### src/rtl/board_ram_arbiter_pkg.sv
// Shared constants for the board RAM arbiter: geometry, cell bit layout, FSM states.
// Cell layout matches the LED side: bit1 red, bit0 green.
package board_ram_arbiter_pkg;
  localparam int unsigned SCAN_LEN  = 8;
  localparam int unsigned ADDR_W    = 6;
  localparam int unsigned DATA_W    = 2;
  localparam int unsigned ROW_W     = 3;
  localparam int unsigned RED_BIT   = 1;
  localparam int unsigned GREEN_BIT = 0;

  typedef enum logic {
    IDLE = 1'b0,
    SCAN = 1'b1
  } state_t;
endpackage

### src/rtl/board_ram_arbiter.sv
// Single-port board RAM arbiter: LED row bursts versus game-logic cell accesses.
// Optional macro BOARD_ARB_CLIENT_FAIR_EN reserves the cycle after a burst for a waiting client.
module board_ram_arbiter #(
  parameter int unsigned SCAN_LEN = board_ram_arbiter_pkg::SCAN_LEN,
  parameter int unsigned ADDR_W   = board_ram_arbiter_pkg::ADDR_W,
  parameter int unsigned DATA_W   = board_ram_arbiter_pkg::DATA_W
) (
  input  logic              clk,
  input  logic              rst_n_,
  input  logic              scan_req,
  input  logic [2:0]        scan_row,
  output logic              scan_valid,
  output logic [DATA_W-1:0] scan_data,
  output logic              scan_last,
  output logic              scan_overrun,
  input  logic              cli_req,
  input  logic              cli_we,
  input  logic [ADDR_W-1:0] cli_addr,
  input  logic [DATA_W-1:0] cli_wdata,
  output logic              cli_gnt,
  output logic [DATA_W-1:0] cli_rdata,
  output logic [ADDR_W-1:0] ram_addr,
  output logic              ram_we,
  output logic [DATA_W-1:0] ram_wdata,
  input  logic [DATA_W-1:0] ram_rdata
);
  import board_ram_arbiter_pkg::*;

  localparam int unsigned COL_W = $clog2(SCAN_LEN);

  state_t           state;
  logic [2:0]       row;
  logic [2:0]       pend_row;
  logic [COL_W-1:0] col;
  logic             pending;
  logic             start;
  logic             burst_end;
  logic             cli_serve;
  logic             fair_hold;

`ifdef BOARD_ARB_CLIENT_FAIR_EN
  logic cli_seen;
  logic reserve;

  assign fair_hold = cli_seen || cli_req;
  assign start     = (state == IDLE) && !reserve && (scan_req || pending);

  // Remember client demand seen during a burst; the following IDLE cycle is then theirs.
  always_ff @(posedge clk or negedge rst_n_) begin
    if (!rst_n_) begin
      cli_seen <= 1'b0;
      reserve  <= 1'b0;
    end else begin
      if (burst_end) cli_seen <= 1'b0;
      else if (state == SCAN && cli_req) cli_seen <= 1'b1;
      if (burst_end && fair_hold) reserve <= 1'b1;
      else if (state == IDLE) reserve <= 1'b0;
    end
  end
`else
  assign fair_hold = 1'b0;
  assign start     = (state == IDLE) && (scan_req || pending);
`endif

  assign burst_end = (state == SCAN) && (col == COL_W'(SCAN_LEN - 1));
  assign cli_serve = (state == IDLE) && !start && cli_req && !cli_gnt;

  always_comb begin
    ram_addr  = '0;
    ram_we    = 1'b0;
    ram_wdata = '0;
    if (state == SCAN) begin
      ram_addr = {row, col};
    end else if (cli_serve) begin
      ram_addr  = cli_addr;
      ram_we    = cli_we;
      ram_wdata = cli_wdata;
    end
  end

  always_ff @(posedge clk or negedge rst_n_) begin
    if (!rst_n_) begin
      state        <= IDLE;
      row          <= '0;
      pend_row     <= '0;
      col          <= '0;
      pending      <= 1'b0;
      scan_valid   <= 1'b0;
      scan_data    <= '0;
      scan_last    <= 1'b0;
      scan_overrun <= 1'b0;
      cli_gnt      <= 1'b0;
      cli_rdata    <= '0;
    end else begin
      scan_valid <= (state == SCAN);
      scan_data  <= (state == SCAN) ? ram_rdata : '0;
      scan_last  <= burst_end;
      cli_gnt    <= cli_serve;
      cli_rdata  <= (cli_serve && !cli_we) ? ram_rdata : '0;

      // Requests not consumed by a start queue one deep; a second one is dropped.
      if (scan_req && !start) begin
        if (pending) begin
          scan_overrun <= 1'b1;
        end else begin
          pending  <= 1'b1;
          pend_row <= scan_row;
        end
      end

      case (state)
        IDLE: begin
          if (start) begin
            state   <= SCAN;
            row     <= scan_req ? scan_row : pend_row;
            pending <= 1'b0;
            col     <= '0;
          end
        end
        SCAN: begin
          col <= burst_end ? '0 : col + 1'b1;
          if (burst_end) begin
            if (fair_hold) begin
              state <= IDLE;
            end else if (pending) begin
              row     <= pend_row;
              pending <= 1'b0;
            end else begin
              state <= IDLE;
            end
          end
        end
        default: state <= IDLE;
      endcase
    end
  end
endmodule
### config.mk
export PLATFORM = sky130hd
export DESIGN_NAME = board_ram_arbiter
export DESIGN_NICKNAME = d
export VERILOG_FILES = /design/src/rtl/board_ram_arbiter_pkg.sv /design/src/rtl/board_ram_arbiter.sv
export SDC_FILE = /design/constraint.sdc
export NUM_CORES = 1
export LEC_CHECK = 0
export ABC_AREA = 1
export CORE_ASPECT_RATIO = 0.7
export CORE_MARGIN = 2
export CORE_UTILIZATION = 38
export CTS_CLUSTER_DIAMETER = 100
export DETAILED_ROUTE_END_ITERATION = 10
export PLACE_DENSITY = 0.83
export SLEW_MARGIN = 0
export SYNTH_ARGS = -nofsm -noshare
export SYNTH_HDL_FRONTEND = slang
export SYNTH_SLANG_ARGS = --single-unit
### constraint.sdc
create_clock -name clk -period 1.2 [get_ports clk]
set_input_delay 0.3 -clock clk [delete_from_list [all_inputs] [get_ports clk]]
set_output_delay 0.3 -clock clk [all_outputs]
set_load 0.01 [all_outputs]
; ---- Word-level counts from Yosys, hierarchy flattened
; Cells that the tools add are included.
; W data, S select, Z words.
[classes]
addsub = 1
reduce_logical = 14
mux = 25
n_eq_ne = 4
bitwise_logic = 2
[ops]
columns = cell, count
row1 = $mux W3, 6
row2 = $mux W6, 2
row3 = $pmux W3 S2, 2
row4 = $mux W1, 9
row5 = $mux W2, 4
row6 = $logic_and A1 B1 Y1, 7
row7 = $ne A2 B1 Y1 const B, 2
row8 = $pmux W1 S2, 2
row9 = $reduce_and A2 Y1, 2
row10 = $add A3 B1 Y3 const B, 1
row11 = $eq A3 B3 Y1 const B, 1
row12 = $logic_not A1 Y1, 3
row13 = $reduce_and A3 Y1, 1
row14 = $ne A2 B2 Y1 const B, 1
row15 = $not A1 Y1, 2
row16 = $logic_or A1 B1 Y1, 1
[totals]
inputBits = 18
word_cells = 57
reg_bits = 19
out_inout_bits = 17

; ---- Longest topological paths before layout
; Gate-level depths: netlist of the first run.
[logic_depth]
depth_word = 8
mapped_depth = 7
ltp_nobuf = 7

; ---- Worst setup path before layout of the first run
; Ideal clock, no wire load.
[synth_timing]
path_type = reg-to-reg
from = register col[0]
to = register row[0]
path_slack_ns = -0.064
setup_ns = 0.065
period_less_slack_ns = 1.264
t_arrival_ns = 1.200
path_buffers = 0
stages_incl_launch_ff = 8
t_required_ns = 1.135
cell_sequence = dfrtp_1 ha_1 ha_1 nor2_4 inv_1 nand2_1 nand2_1 nand2_1
[synth_via]
elab_chain_len = 4
[synth_lines]
columns = item, line_no
row1 = "start, declared", board_ram_arbiter.sv:34  ; logic [COL_W-1:0] col;
row2 = "start signal, assigned", board_ram_arbiter.sv:121  ; col <= burst_end ? '0 : col + 1'b1;
row3 = $eq A3 B3 Y1, board_ram_arbiter.sv:65  ; assign burst_end = (state == SCAN) && (col == COL_W'(SCAN_LEN - 1));
row4 = $logic_and A1 B1 Y1, board_ram_arbiter.sv:65
row5 = $ne A2 B1 Y1 (no source line), -
row6 = $reduce_and A3 Y1 (no source line), -
row7 = "end signal, assigned", board_ram_arbiter.sv:115  ; row <= scan_req ? scan_row : pend_row;
row8 = "end signal, assigned", board_ram_arbiter.sv:126  ; row <= pend_row;
row9 = "end, declared", board_ram_arbiter.sv:32  ; logic [2:0] row;
; No other way between the ends.
; A chain may end at the register's enable or synchronous reset.

; ---- Final worst setup path of the first run
[layout_timing]
from = register pending
to = output port ram_wdata[1]
[layout_via]
elab_chain_len = 8
[layout_lines]
columns = item, line_no
row1 = "start, declared", board_ram_arbiter.sv:35  ; logic pending;
row2 = "start signal, assigned", board_ram_arbiter.sv:87  ; pending <= 1'b0;
row3 = "start signal, assigned", board_ram_arbiter.sv:106  ; pending <= 1'b1;
row4 = "start signal, assigned", board_ram_arbiter.sv:116  ; pending <= 1'b0;
row5 = $logic_or A1 B1 Y1, board_ram_arbiter.sv:62  ; assign start = (state == IDLE) && (scan_req || pending);
row6 = $logic_and A1 B1 Y1, board_ram_arbiter.sv:62
row7 = $logic_not A1 Y1, board_ram_arbiter.sv:66  ; assign cli_serve = (state == IDLE) && !start && cli_req && !cli_gnt;
row8 = $logic_and A1 B1 Y1 (3 in a row), board_ram_arbiter.sv:66
row9 = $mux W2, board_ram_arbiter.sv:74  ; end else if (cli_serve) begin
row10 = $mux W2, board_ram_arbiter.sv:72  ; if (state == SCAN) begin
row11 = "end, declared", board_ram_arbiter.sv:24  ; output logic [DATA_W-1:0] ram_wdata,
; No other way between the ends.

==> flow_summary.toml, run 1 <==
[finish]
syn_to_final_growth_pct = 69.4
multi_input_area_um2 = 458
finalNetCount = 190
n_fill_cell = 172
n_antenna_cell = 0
layout_commonest_cell = "nand2_1"
instances_no_fill = 201
drive_gt1_frac = 0.414
post-route-util = 0.697
layout_common_cells = "nand2_1, dfrtp_1, buf_4"
seq_area_um2 = 475

[grt]
grt_overflow = 0
track_usage = 0.205
grt_antenna_before_repair = 0
grt_first_pass_wirelength_um = 4330
grt_start_max_net_pins = 20
grt_pass1_vias = 955

[placement]
place_ws_ns = -0.912
port_buffers = 34
hpwl_um = 1820
placed_cells_incl_taps = 188
routabilityCongestion = 0.793

[detailed_routing]
wl_per_cell_um = 12.8
first_pass_iters = 4
drc_errors = 0
drtAntennaViolNets = 0
drtIter0Drc = 28
wl_um = 2570
vias_per_cell = 4.59
dr_total_vias = 923

[timing]
final-setup-viol-count = 16
slew_viol_final = 0
period_needed_ns = 1.66
post-route-period-util = 1.38
finalHoldViolCount = 0
fmax_mhz = 602
fin_worst_skew_ns = 0.00337
max_slew_margin = 0.838
tightestPinTransition_ns = 0.243
setup_ws_ns = -0.460
grt_setup_unrepaired = "true"

[floorplanning]
io-pin-count = 35
die_w_um = 62.2
die_h_um = 44.7
initial_core_util = 0.411
row_count = 14
die_area_mm2 = 0.00278
core_mm2 = 0.00219

[critical_path]
cp_data_required_time_ns = 0.90
crit_slowest_cell = "dfrtp_1"
cp_cell_sequence = "nor2_2 > nand2_2 > inv_4 > buf_8 > nand2_8 > nor2_4 > buf_6"
r2r_slack_ns = -0.08
crit_type = "reg2out"
cp-start-kind = "flop"
path_max_fanout = 7
cpPeakStageDelay_ns = 0.41
cp.buffers_inverters = 3
crit_arrival_ns = 1.36
crit_family = "flip-flops"
endpoint_kind = "output port"

[clock_network]
cts.sinks = 19
cts.path.max_buffers = 2
clockRootBuffer = "clkbuf_4"
h-tree-depth = 1
cts_tree = "done"
cts_buffers = 3
clock_latency_ns = 0.30
clkSlewWorstSetupHoldPaths_ns = 0.11

[power]
power_mw = 2.75
swShare = 0.397
pwr-share-comb = 0.530
irDropWorstVdd_mv = 1.20
p_switching_mw = 1.09
powerDensity_mw_per_mm2 = 1800
cell_internal_pwr_mw = 1.66
pwr-share-clk = 0.119
p_leak_nw = 0.811
power_frac_seq = 0.352

[run_status]
violations = "setup timing"
status = "finished with violations"

[logic_synthesis]
netlist_instances = 111
seq_area_frac_synth = 0.528
synth_compound_area_frac = 0.0500
synth_area_leaders = "dfrtp_1, nand2_1, inv_1, nand3_1, nor2_1"
synthXorXnorAreaFrac = 0
synthesis.nets = 131
synth.mux.area_fraction = 0
ys_ff_latch = 19
synthDistinctLibCells = 17
synth_top_family_by_area = "simple AND/OR/NAND/NOR gates"
synth_top_area_frac = 0.528
synth.largest_area_cell = "dfrtp_1"
synth_area_um2 = 901
syn_avg_cell_area_um2 = 8.12
synthAdderAreaFrac = 0.0278
yosys.area_share.simple = 0.315
ys_warn_count = 0

[hold_path]
hp-class = "in2async"

[flow_run]
drv_cap = 0
flip-flops by register name (all words and copies together) (netlist names):
register and cells:
scan_valid 1, pending 1, scan_data 2, scan_overrun 1, col 3, state 1, cli_rdata 2, scan_last 1
pend_row 3, row 3, cli_gnt 1
repair_timing:
| action | in CTS | in global routing |
|---|---|---|
| buffers inserted | 9 | 0 |
| setup endpoints to repair | 23 | 25 |
| pin swaps | 10 | 11 |
| gates resized for setup | 84 | 13 |
| hold buffers | 0 | 0 |
layout make-up:
cell class / count / share of cell area
flip-flops and latches: 19 / 0.311
multi-input cells: 74 / 0.300
repair buffers: 55 / 0.300
inverters: 17 / 0.0451
well taps: 32 / 0.0262
clock buffers: 4 / 0.0172
cell families (layout without fill, tap and decap cells):
logic type | Yosys count | in the layout
compound gates | 7 | 7
flops | 19 | 19
fa+ha+maj | 2 | 2
buf+inv | 18 | 76
simple gates | 65 | 65
cell usage after synthesis (all sizes together):
library cell and number:
a21oi 2, a31o 1, buf 1, dfrtp 19
ha 2, inv 17, nand2 44, nand3 12
nor2 9, o21ai 3, o31ai 1
power groups by stage:
stage | sequential [mW] | clock, mW | combinational [mW]
floorplan | 0.970 | 0 | 0.621
global placement | 0.956 | 0 | 1.24
detailed placement | 0.968 | 0 | 1.30
CTS | 0.955 | 0.336 | 1.34
global route | 0.991 | 0.368 | 1.61
finish | 0.969 | 0.326 | 1.46
path summary, 6_finish.rpt:
check / cells after the start / startpoint / endpoint
min in group clk: 2 / row[2]$_DFFE_PN0P_ / row[2]$_DFFE_PN0P_
min reg2reg: 2 / row[2]$_DFFE_PN0P_ / row[2]$_DFFE_PN0P_
max: 7 / pending$_DFF_PN0_ / ram_wdata[1]
min: 2 / rst_n_ / pending$_DFF_PN0_
max in group asynchronous: 2 / rst_n_ / col[2]$_DFFE_PN0P_
max reg2reg: 6 / col[0]$_DFFE_PN0P_ / row[0]$_DFFE_PN0P_
stage by stage:
step,hold WS [ns],setup TNS (ns),area (um^2)
global placement,0.464,-9.79,1400
global route,0.324,-5.75,1530
detailed placement,0.465,-10.25,1400
finish,0.318,-4.22,1530
floorplan,0.00441,0,936
CTS,0.318,-4.33,1500
worst reg2reg max path: stages (launching register included):
cell     delay [ns]
dfrtp_1        0.42
ha_2           0.21
ha_4           0.18
nor2_4         0.16
a21oi_2        0.08
nand2_1        0.09
nand2_1        0.06
routing by layer:
layer  global-route usage  part of all wire  vias to the layer above
met5                    0                 0                        -
met4               0.0533             0.018                        0
met3               0.0698             0.047                        6
met2                0.426              0.57                       25
met1                0.202              0.37                      436
li1                     -                 -                      456
Power figures use the tool's default switching activity.
==> inputs of run 2 (changes only) <==
--- a/config.mk
+++ b/config.mk
@@ -5,13 +5,13 @@
 export SDC_FILE = /design/constraint.sdc
 export NUM_CORES = 1
 export LEC_CHECK = 0
-export ABC_AREA = 1
 export CORE_ASPECT_RATIO = 0.7
 export CORE_MARGIN = 2
-export CORE_UTILIZATION = 38
+export CORE_UTILIZATION = 37
 export CTS_CLUSTER_DIAMETER = 100
 export DETAILED_ROUTE_END_ITERATION = 10
-export PLACE_DENSITY = 0.83
+export MAX_ROUTING_LAYER = met4
+export PLACE_DENSITY = 0.82
 export SLEW_MARGIN = 0
 export SYNTH_ARGS = -nofsm -noshare
 export SYNTH_HDL_FRONTEND = slang
==> flow_summary.toml, run 2 <==
[logic_synthesis]
synth-edff-count = 0
ys_top_cells_by_count = "dfrtp_1, and2_1, a22o_1, nand2_1, and3b_1"
syn_avg_cell_area_um2 = 11.8
yosys.area_share.simple = 0.193
synth_ff_type = "dfrtp_1"
synth_top_family_by_area = "simple AND/OR/NAND/NOR gates"
synthXorXnorAreaFrac = 0
netlist_instances = 74
ys_ff_latch = 19
synth.mux.area_fraction = 0.0501
synth_top_area_frac = 0.544
synth_area_um2 = 873
synthesis.nets = 94
ys_warn_count = 0
yosysMostFrequentCell = "dfrtp_1"
synth.largest_area_cell = "dfrtp_1"
seq_area_frac_synth = 0.544
synth_area_leaders = "dfrtp_1, a22o_1, and2_1, and3b_1, mux2_2"
async_flop_share = 1.00
synthDistinctLibCells = 26
synth_compound_area_frac = 0.148
synthAdderAreaFrac = 0.0287

[placement]
hpwl_um = 1680
placed_cells_incl_taps = 147
port_buffers = 34
place_ws_ns = -0.967
routabilityCongestion = 0.774

[grt]
grt_overflow = 0
track_usage = 0.211
grt_pass1_vias = 779
grt_antenna_before_repair = 0
grt_first_pass_wirelength_um = 3860
grt_start_max_net_pins = 24

[timing]
setup_ws_ns = -0.583
final-setup-viol-count = 23
fmax_mhz = 561
period_needed_ns = 1.78
fin_worst_skew_ns = 0.00632
tightestPinTransition_ns = 0.277
setup_tns_ns = -7.20
max_slew_margin = 0.815
slew_viol_final = 0
grt_setup_unrepaired = "true"
finalHoldViolCount = 0
post-route-period-util = 1.49

[floorplanning]
die_area_mm2 = 0.00277
io-pin-count = 35
initial_core_util = 0.399
die_h_um = 44.7
row_count = 14
die_w_um = 62.1
core_mm2 = 0.00219

[critical_path]
cp_cell_sequence = "nor2_2 > and3_4 > buf_6 > a22o_1 > buf_2"
crit_type = "reg2out"
r2r_cells = 5
reg2reg_to = "row[1]$_DFFE_PN0P_"
r2r-start = "col[0]$_DFFE_PN0P_"
cp-start-kind = "flop"
crit_slowest_cell = "dfrtp_1"
crit_arrival_ns = 1.48
cp_data_required_time_ns = 0.90
path_max_fanout = 3
endpoint_kind = "output port"
r2r_slack_ns = -0.27
cpPeakStageDelay_ns = 0.43

[detailed_routing]
wl_um = 2570
first_pass_iters = 4
drtAntennaViolNets = 0
dr_total_vias = 818
wl_per_cell_um = 16.3
drc_errors = 0
vias_per_cell = 5.18
drtIter0Drc = 12

[clock_network]
cts.sinks = 19
clock_latency_ns = 0.31
h-tree-depth = 1
clkSlewWorstSetupHoldPaths_ns = 0.11
clockRootBuffer = "clkbuf_4"
cts.path.max_buffers = 2
cts_tree = "done"
cts_buffers = 3

[finish]
finalNetCount = 147
instances_no_fill = 158
layout_common_cells = "dfrtp_1, clkdlybuf4s50_1, buf_6"
n_fill_cell = 165
syn_to_final_growth_pct = 64.3
n_antenna_cell = 0
layout_commonest_cell = "dfrtp_1"
largest_registers = "col x3, pend_row x3, row x3"
drive_gt1_frac = 0.460

[run_status]
violations = "setup timing"
status = "finished with violations"

[power]
power_mw = 2.50
p_leak_nw = 0.665
powerDensity_mw_per_mm2 = 1740
irDropWorstVdd_mv = 1.01

[flow_run]
drv_cap = 0

[hold_path]
hp-class = "in2async"
[run 2: changes by cell type after synthesis, sizes merged, moves of 5 or more]
cell	previous run	this run
nor2	9	3
inv	17	1
and2	0	7
nand2	44	6
a22o	0	6
and3b	0	5
nand3	12	0
[run 2: worst max-delay path by stage]
stage | start | to | cells past startpoint
CTS | pending$_DFF_PN0_ | ram_addr[3] | 5
global route | state$_DFF_PN0_ | ram_addr[4] | 5
floorplan | col[0]$_DFFE_PN0P_ | row[0]$_DFFE_PN0P_ | 5
global placement | scan_req | ram_addr[5] | 5
detailed placement | scan_req | ram_we | 5
finish | state$_DFF_PN0_ | ram_addr[4] | 5
[run 2: area by class of cell]
| type | count | area (um^2) | share of cell area |
|---|---|---|---|
| inverter | 1 | 3.75 | 0.00262 |
| multi-input combinational | 51 | 442 | 0.308 |
| tap | 32 | 40.0 | 0.0279 |
| clock inverter | 1 | 5.00 | 0.00349 |
| sequential | 19 | 477 | 0.332 |
| clock buffer | 3 | 22.5 | 0.0157 |
| timing repair buffer | 51 | 445 | 0.310 |
[run 2: worst max-delay path: cells and delay by family, from the launching register on]
kind | cells | cell delay, ns
flip-flops | 1 | 0.43
AND/OR/NAND/NOR | 2 | 0.40
buffers and inverters | 2 | 0.23
AO/OA/AOI/OAI | 1 | 0.12
[run 2: cell families after synthesis]
| group | count (synthesis) |
|---|---|
| buf+inv | 5 |
| simple gates | 27 |
| compound gates | 17 |
| mux | 4 |
| flops | 19 |
| fa+ha+maj | 2 |
[run 2: stage by stage]
stage                     cell area [um^2]   util  hold WS [ns]
after floorplan                        908      -       0.00441
after global placement                1350  0.617         0.461
after detailed placement              1350  0.617         0.469
after CTS                             1440  0.658         0.321
after global routing                  1440  0.655         0.319
final                                 1440  0.655         0.314
[run 2: what timing repair did]
item / in CTS / in global routing
endpoints found under the setup margin: 28 / 30
endpoints found under the hold margin: 0 / 0
gates cloned: 1 / 0
buffers inserted: 5 / 2
resized for setup: 76 / 10
hold buffers: 0 / 0
pin swaps: 10 / 7
[run 2: routing by layer]
layer / vias to the layer above / track usage / routed length [um]
met5: - / - / 0
met4: 0 / 0.0766 / 31
met3: 5 / 0.0351 / 167
met2: 39 / 0.335 / 1300
met1: 398 / 0.271 / 1080
li1: 376 / - / -
[run 2: power breakdown]
part | internal, mW | switching, mW
Combinational | 0.666 | 0.515
Sequential | 0.826 | 0.159
Clock | 0.124 | 0.208
